## config.mk

```make
export PLATFORM = sky130hd
export DESIGN_NAME = fetch_unit_flat
export DESIGN_NICKNAME = d
export VERILOG_FILES = /design/src/rtl/fetch_imem_if.sv /design/src/rtl/fetch_unit.sv /design/src/flat_wrapper.sv
export SDC_FILE = /design/constraint.sdc
export NUM_CORES = 1
export LEC_CHECK = 0
export ABC_AREA = 1
export BUFFER_PORTS_ARGS = -buffer_cell sky130_fd_sc_hd__buf_2
export CORE_MARGIN = 5
export CORE_UTILIZATION = 26
export DETAILED_ROUTE_END_ITERATION = 10
export GPL_TIMING_DRIVEN = 0
export PLACE_DENSITY_LB_ADDON = 0.05
export SLEW_MARGIN = 15
export SYNTH_ARGS = -nofsm -noshare
export SYNTH_HDL_FRONTEND = slang
export SYNTH_SLANG_ARGS = --single-unit
```

## constraint.sdc

```tcl
create_clock -name clk_i -period 1.6 [get_ports clk_i]
set_input_delay 0.08 -clock clk_i [delete_from_list [all_inputs] [get_ports clk_i]]
set_output_delay 0.08 -clock clk_i [all_outputs]
set_load 0.01 [all_outputs]
```

## src/rtl/fetch_imem_if.sv

```systemverilog
// Instruction-memory request/response bus: req/gnt address phase, rvalid data phase.
interface fetch_imem_if #(parameter int XLEN = 32);
   logic            req;
   logic [XLEN-1:0] addr;
   logic            gnt;
   logic            rvalid;
   logic [XLEN-1:0] rdata;

   modport master (output req, addr, input gnt, rvalid, rdata);
   modport slave  (input req, addr, output gnt, rvalid, rdata);
endinterface

```

## src/rtl/fetch_unit.sv

```systemverilog
// Instruction-fetch front end: one outstanding imem request, small in-order queue to ID.
// Optional request-stall counter enabled by defining FETCH_PERF_CNT_EN.
module fetch_unit #(
   parameter int DEPTH = 2,
   parameter int XLEN  = 32
) (
   input  logic              clk_i,
   input  logic              rst_i,
   input  logic              start_i,
   input  logic [XLEN-1:0]   pc_i,
   output logic              pc_write_o,
   input  logic              flush_i,
   fetch_imem_if.master      imem,
   output logic              inst_valid_o,
   output logic [XLEN-1:0]   inst_o,
   output logic [XLEN-1:0]   inst_pc_o,
   input  logic              id_stall_i,
   output logic [31:0]       perf_stall_cnt_o
);
   localparam int AW = $clog2(DEPTH);
   localparam int CW = AW + 1;

   typedef enum logic [1:0] {IDLE, REQ, WAIT, DROP} state_e;

   state_e          state_q, state_d;
   logic [XLEN-1:0] pending_pc_q, pending_pc_d;
   logic [CW-1:0]   count_q;
   logic [AW-1:0]   rd_ptr_q, wr_ptr_q;
   logic [XLEN-1:0] pc_mem_q  [DEPTH];
   logic [XLEN-1:0] ins_mem_q [DEPTH];
   logic            req_c, outstanding, space, push, pop;
   logic [XLEN-1:0] addr_c;

   // Space counts the response still owed by memory, so the queue never overflows.
   assign outstanding = (state_q == WAIT) || (state_q == DROP);
   assign space       = (count_q + CW'(outstanding)) < CW'(DEPTH);
   assign push        = (state_q == WAIT) & imem.rvalid & ~flush_i;
   assign pop         = inst_valid_o & ~id_stall_i;

   always_comb begin
      state_d      = state_q;
      pending_pc_d = pending_pc_q;
      req_c        = 1'b0;
      addr_c       = '0;
      case (state_q)
         IDLE: if (start_i && space && !flush_i) state_d = REQ;
         REQ: begin
            req_c  = ~flush_i;
            addr_c = pc_i;
            if (flush_i) state_d = IDLE;
            else if (imem.gnt) begin
               pending_pc_d = pc_i;
               state_d      = WAIT;
            end
         end
         WAIT: begin
            if (flush_i) state_d = imem.rvalid ? IDLE : DROP;
            else if (imem.rvalid)
               state_d = (start_i && ((count_q + CW'(1) - CW'(pop)) < CW'(DEPTH))) ? REQ : IDLE;
         end
         DROP: if (imem.rvalid) state_d = IDLE;
         default: state_d = IDLE;
      endcase
   end

   assign imem.req   = req_c;
   assign imem.addr  = addr_c;
   assign pc_write_o = flush_i | (req_c & imem.gnt);

   always_ff @(posedge clk_i or negedge rst_i) begin
      if (!rst_i) begin
         state_q      <= IDLE;
         pending_pc_q <= '0;
      end else begin
         state_q      <= state_d;
         pending_pc_q <= pending_pc_d;
      end
   end

   always_ff @(posedge clk_i or negedge rst_i) begin
      if (!rst_i) begin
         count_q  <= '0;
         rd_ptr_q <= '0;
         wr_ptr_q <= '0;
         for (int i = 0; i < DEPTH; i++) begin
            pc_mem_q[i]  <= '0;
            ins_mem_q[i] <= '0;
         end
      end else if (flush_i) begin
         count_q  <= '0;
         rd_ptr_q <= '0;
         wr_ptr_q <= '0;
      end else begin
         if (push) begin
            pc_mem_q[wr_ptr_q]  <= pending_pc_q;
            ins_mem_q[wr_ptr_q] <= imem.rdata;
            wr_ptr_q            <= wr_ptr_q + AW'(1);
         end
         if (pop) rd_ptr_q <= rd_ptr_q + AW'(1);
         count_q <= count_q + CW'(push) - CW'(pop);
      end
   end

   assign inst_valid_o = (count_q != '0);
   assign inst_o       = ins_mem_q[rd_ptr_q];
   assign inst_pc_o    = pc_mem_q[rd_ptr_q];

`ifdef FETCH_PERF_CNT_EN
   logic [31:0] perf_q;
   always_ff @(posedge clk_i or negedge rst_i) begin
      if (!rst_i)                    perf_q <= '0;
      else if (req_c && !imem.gnt)   perf_q <= perf_q + 32'd1;
   end
   assign perf_stall_cnt_o = perf_q;
`else
   assign perf_stall_cnt_o = '0;
`endif
endmodule
```

## src/flat_wrapper.sv

```systemverilog
// flat-port wrapper written by rule: the top's interface ports become plain ports
module fetch_unit_flat 
#(
   parameter int DEPTH = 2,
   parameter int XLEN  = 32
)
  (clk_i, rst_i, start_i, pc_i, pc_write_o, flush_i, inst_valid_o, inst_o, inst_pc_o, id_stall_i, perf_stall_cnt_o, imem_req, imem_addr, imem_gnt, imem_rvalid, imem_rdata);
  fetch_imem_if #(.XLEN(XLEN)) imem_i ();
  input  logic clk_i;
  input  logic rst_i;
  input  logic start_i;
  input  logic [XLEN-1:0] pc_i;
  output logic pc_write_o;
  input  logic flush_i;
  output logic inst_valid_o;
  output logic [XLEN-1:0] inst_o;
  output logic [XLEN-1:0] inst_pc_o;
  input  logic id_stall_i;
  output logic [31:0] perf_stall_cnt_o;
  output wire logic [$bits(imem_i.req)-1:0] imem_req;
  output wire logic [$bits(imem_i.addr)-1:0] imem_addr;
  input wire logic [$bits(imem_i.gnt)-1:0] imem_gnt;
  input wire logic [$bits(imem_i.rvalid)-1:0] imem_rvalid;
  input wire logic [$bits(imem_i.rdata)-1:0] imem_rdata;
  assign imem_req = imem_i.req;
  assign imem_addr = imem_i.addr;
  assign imem_i.gnt = imem_gnt;
  assign imem_i.rvalid = imem_rvalid;
  assign imem_i.rdata = imem_rdata;
  fetch_unit #(.DEPTH(DEPTH), .XLEN(XLEN)) u_core (.clk_i(clk_i), .rst_i(rst_i), .start_i(start_i), .pc_i(pc_i), .pc_write_o(pc_write_o), .flush_i(flush_i), .imem(imem_i), .inst_valid_o(inst_valid_o), .inst_o(inst_o), .inst_pc_o(inst_pc_o), .id_stall_i(id_stall_i), .perf_stall_cnt_o(perf_stall_cnt_o));
endmodule
```

==> After elaboration in Yosys (flattened, before gate mapping) <==
Index checks and enable logic that the tools add are counted.
{ "op_classes": {"addsub": 7, "n_mul": 0, "div": 0, "magnitude_cmp": 5, "n_eq_ne": 7, "n_shift": 0, "n_mux": 26, "bitwise": 9, "reduce_logical": 13} }
{ "op_table": {"columns": ["cell", "count"], "rows": [
  ["$mux 32", 8],
  ["$bwmux 64", 2],
  ["$demux 32 s1", 1],
  ["$mux 2", 8],
  ["$pmux 2 s4", 1],
  ["$mux 1", 6],
  ["$ne 3x3->1 const B", 2],
  ["$reduce_bool 2->1", 3],
  ["$add 2x1->2", 2],
  ["$and 1x1->1", 4],
  ["$eq 2x2->1 const B", 2],
  ["$ge 2x2->1 const B", 2],
  ["$logic_and 1x1->1", 4],
  ["$lt 2x2->1 const B", 2],
  ["$not 1->2", 2],
  ["$reduce_and 4->1", 1],
  ["$sub 2x1->2", 2],
  ["$reduce_and 3->1", 1],
  ["$add 1x1->1 const B", 2],
  ["$add 2x1->2 const B", 1],
  ["$eq 2x1->1 const B", 1],
  ["$logic_not 2->1", 1],
  ["$lt 2x1->1 const B", 1],
  ["$ne 2x1->1 const B", 1],
  ["other kinds (6)", 7]
]} }
{ "totals": {"register_bits": 166, "latch_bits": 0, "ram_bits": 0, "mem_bits_ro": 0, "in_bits": 71, "out_inout_bits": 131, "word_cells": 76, "mem_count": 0} }

==> Longest topological paths before layout <==
{ "logic_depth": {"depth_word": 9, "depth_mapped": 10, "mapped_depth_nobuf": 9} }

==> Least setup slack after synthesis <==
OpenSTA, ideal clock, no wires.
{ "synth_path": {"path_type": "register to register", "start": "register u_core.count_q[1]", "end": "register u_core.count_q[1]", "setup_time_ns": 0.122, "arrival_ns": 1.395, "setup_slack_ns": 0.084, "path_stages_with_launch": 10, "path_buffers": 0, "path_cell_list": "dfrtp_1 -> inv_1 -> nand2_1 -> nand2_1 -> inv_1 -> ha_1 -> inv_1 -> ha_1 -> xor2_1 -> nor2_1"} }
{ "synth_between": {"elab_chain_cells": 4, "elab_cells_between_ends": 5, "cone_classes": "add/sub (2); mux (1); bitwise (1); reduce/logical (1)"} }
{ "synth_rtl": {"columns": ["element", "line_no", "rtl"], "rows": [
  ["start: declaration", "fetch_unit.sv:27", "logic [CW-1:0] count_q;"],
  ["start signal: assignment", "fetch_unit.sv:100", "count_q <= count_q + CW'(push) - CW'(pop);"],
  ["$reduce_bool 2->1", "fetch_unit.sv:104", "assign inst_valid_o = (count_q != '0);"],
  ["named net inst_valid_o", "flat_wrapper.sv:15", "output logic inst_valid_o;"],
  ["$and 1x1->1", "fetch_unit.sv:38", "assign pop = inst_valid_o & ~id_stall_i;"],
  ["$sub 2x1->2", "fetch_unit.sv:100", null],
  ["$mux 2", "fetch_unit.sv:89", "end else if (flush_i) begin"]
]} }
The timed path passes the listed nets, and every way through them passes these cells.
A chain may end at the register's enable or synchronous reset.

==> Worst setup path after layout <==
{ "layout_path": {"start": "register u_core.state_q[0]", "end": "output port pc_write_o"} }
{ "layout_between": {"elab_chain_cells": 4} }
{ "layout_rtl": {"columns": ["element", "line_no", "rtl"], "rows": [
  ["start: declaration", "fetch_unit.sv:25", "state_e state_q, state_d;"],
  ["start signal: assignment", "fetch_unit.sv:75", "state_q <= state_d;"],
  ["$eq 2x1->1", "fetch_unit.sv:45", "case (state_q)"],
  ["$mux 1", "fetch_unit.sv:45", null],
  ["$and 1x1->1", "fetch_unit.sv:68", "assign pc_write_o = flush_i | (req_c & imem.gnt);"],
  ["$or 1x1->1", "fetch_unit.sv:68", null],
  ["end: declaration", "flat_wrapper.sv:13", "output logic pc_write_o;"]
]} }
Every way passes these cells.

==> results.json <==
{
  "status": "finished with violations",
  "violations": "negative setup slack",
  "rows": 63,
  "fin_setup_tns_ns": -3.874,
  "numCtsBuffers": 17,
  "dpl_cell_area_sq_um": 9235,
  "synthXorXnorAreaFrac": 0.003389,
  "ios": 202,
  "worstPathCellList": "buf_6, nand2_8, inv_2, nand2_2, inv_2, nand2_2, buf_8, nand2_4, buf_6",
  "start_util": 0.2623,
  "gr-total-overflow": 0,
  "multiInputGateArea_sq_um": 3961,
  "worstHoldStart": "flush_i",
  "dr_total_vias": 7278,
  "rsz0062_at_grt": "yes",
  "synth_top_family_by_area": "simple AND/OR/NAND/NOR gates",
  "tightest_slew_ns": 0.6955,
  "drt_wl_total_um": 27860,
  "cp_max_fo": 7,
  "syn-cell-area_sq_um": 7752,
  "stdcell_area_sq_um": 13090,
  "fin_nets": 1371,
  "fillCellCount": 2987,
  "syn_inst": 964,
  "gr-usage-all-layers": 0.1602,
  "cts_max_level": 4,
  "synthTopCellsByArea": "dfrtp_1 (54%), nand2_1 (15%), o21ai_1 (6.2%)",
  "slew_violations": 0,
  "seq_area_frac_synth": 0.5358,
  "hold_path.class": "input pin to flop",
  "worst_setup_path_start_kind": "flop",
  "clk_latency_ns": 0.43,
  "cts_tree": "done",
  "clock-sinks": 166,
  "critPathArrivalTime_ns": 1.61,
  "grt_max_degree": 85,
  "synth_top_cell_by_area": "dfrtp_1",
  "crit_slowest_cell": "dfrtp_2",
  "synthAdderAreaFrac": 0.004842,
  "fin_crit_ns": 1.688,
  "setup.worst_path.class": "flop to primary output",
  "final_antenna_net_count": 0,
  "antenna_cells": 0,
  "seqCellArea_sq_um": 4158,
  "fin_crit_sh": 1.055,
  "powerDensity_nw_per_um2": 1659,
  "finalHoldViolCount": 0,
  "drt-vias-per-instance": 4.281,
  "muxShareOfSynthArea": 0,
  "dp_hpwl_um": 17070,
  "drt_iter0_drc": 254,
  "final_cell_mix": "dfrtp_1 (163), buf_2 (154), nand2_1 (139), inv_1 (108), nand2_2 (93)",
  "timing.rr.start": "u_core.state_q[0]",
  "drc": 0,
  "utilization": 0.4429,
  "peakVddDrop_uv": 805.5,
  "synth.distinct_cells": 24,
  "required_ns": 1.52,
  "wl_per_cell_um": 16.39,
  "syn_to_final_growth_pct": 68.87,
  "crit_path_end_kind": "primary output",
  "synthDominantCellAreaShare": 0.5358,
  "clk_path_buf_depth": 2,
  "final_common_cell": "dfrtp_1",
  "max_freq_ghz": 0.5925,
  "relSlewSlack": 0.5364,
  "r2r_end": "u_core.pc_mem_q[7]",
  "drv_cap": 0,
  "r2r_cells": 9,
  "gp_congestion": 0.7355,
  "skew_ns": 0.01232,
  "synth_seq_cells": 166,
  "dpl.cell_count": 1554,
  "dr.pass1.iters": 4,
  "cpPeakStageDelay_ns": 0.43,
  "grt_pass1_wl_um": 42200,
  "ff2ff_setup_slack_ns": -0.08,
  "synth-simple-area-share": 0.2176,
  "whs_endpoint": "u_core.count_q[1]",
  "ys_warn_count": 0,
  "instances_no_fill": 1700,
  "synth_compound_area_frac": 0.1068,
  "die_area_sq_um": 33370,
  "portBuffers": 168,
  "setup_ws_ns": -0.08772,
  "grt_pass1_vias": 7475,
  "finalSetupViolCount": 141,
  "hold_depth": 2,
  "die_h_um": 182.7,
  "p_leak_nw": 6.718,
  "avgSynthCellArea_sq_um": 8.042,
  "path_clk_slew_ns": 0.07,
  "drive_gt1_frac": 0.4664,
  "die_width_um": 182.7,
  "core_sq_um": 29560,
  "cts-root-buf": "clkbuf_16",
  "antenna_found_initial": 0
}
-- power breakdown --
part / leakage (nW) / internal (mW) / switching, mW
logic: 4.57 / 5.13 / 5.37
clock network: 0.258 / 2.03 / 1.92
registers: 1.89 / 5.81 / 1.47
-- worst max-delay path: cells and delay by family, from the launching register on --
kind / cells / cell delay [ns]
buffers and inverters: 5 / 0.44
DFF: 1 / 0.43
and+or+nand+nor: 4 / 0.30
-- cell usage after synthesis --
master,n
nor2_2,2
nor2_1,40
buf_6,7
o21bai_1,1
clkbuf_2,2
buf_2,9
buf_4,49
dfrtp_1,166
inv_2,3
ha_1,3
inv_1,109
a21oi_1,2
or2_2,1
nand3_1,69
buf_1,1
nor3_2,1
conb_1,1
nand2_2,1
xor2_1,1
xnor2_1,2
clkbuf_1,24
nand2_1,308
o21ai_1,96
o21ai_0,66
-- through the flow --
step | worst slack [ns] | hold slack (ns) | total power [mW]
global placement | -2.630 | 0.3191 | 13.52
CTS | -0.09780 | 0.002430 | 18.95
global route | -0.1586 | 0.01615 | 23.23
floorplan | 0.08356 | -0.2156 | 10.51
detailed placement | -0.4618 | 0.1380 | 13.57
finish | -0.08772 | 0.001628 | 21.71
-- what timing repair did --
item / in CTS / in global routing
setup buffers: 17 / 10
pin swaps: 5 / 25
hold buffers: 66 / 0
cloned: 6 / 18
gates resized for setup: 233 / 384
setup endpoints to repair: 253 / 233
hold endpoints to repair: 179 / 0
-- flip-flops by register name (all words and copies together) (netlist names) --
register,flops
u_core.ins_mem_q,64
u_core.state_q,2
u_core.pending_pc_q,32
u_core.rd_ptr_q,1
u_core.wr_ptr_q,1
u_core.pc_mem_q,64
u_core.count_q,2
-- routing by layer --
layer / vias up / share of wire / global-route usage / wire, um
li1: 3633 / - / - / -
met1: 3465 / 0.47 / 0.2203 / 13170
met2: 164 / 0.48 / 0.2639 / 13320
met3: 16 / 0.039 / 0.02711 / 1081
met4: 0 / 0.010 / 0.03843 / 284
met5: - / 0 / 0 / 0
-- cell type report --
type,instances,share of cell area
buffer,90,0.08382
inverter,112,0.03269
tap,390,0.03727
multi-input combinational,625,0.3026
timing repair buffer,285,0.1845
clock buffer,18,0.03278
sequential,166,0.3176
clock inverter,14,0.008793
-- worst max-delay path by stage --
| stage | cells past startpoint | slack, ns | endpoint | from |
|---|---|---|---|---|
| 6_report | 9 | -0.09 | pc_write_o | u_core.state_q[0] |
| 5_1_grt | 9 | -0.16 | pc_write_o | u_core.state_q[0] |
| 4_1_cts | 6 | -0.1 | inst_pc_o[18] | u_core.rd_ptr_q |
| 3_5_place_dp | 6 | -0.46 | inst_pc_o[30] | u_core.rd_ptr_q |
| 3_3_place_gp | 1 | -2.63 | u_core.pending_pc_q[12] | rst_i |
| 2_1_floorplan | 9 | 0.08 | u_core.count_q[1] | u_core.count_q[1] |
-- logic make-up after synthesis --
| logic type | after synthesis |
|---|---|
| compound gates | 165 |
| xor+xnor | 3 |
| fa+ha+maj | 3 |
| buf+inv | 204 |
| flops | 166 |
| other cells | 1 |
| simple gates | 422 |
Power figures use the tool's default switching activity.
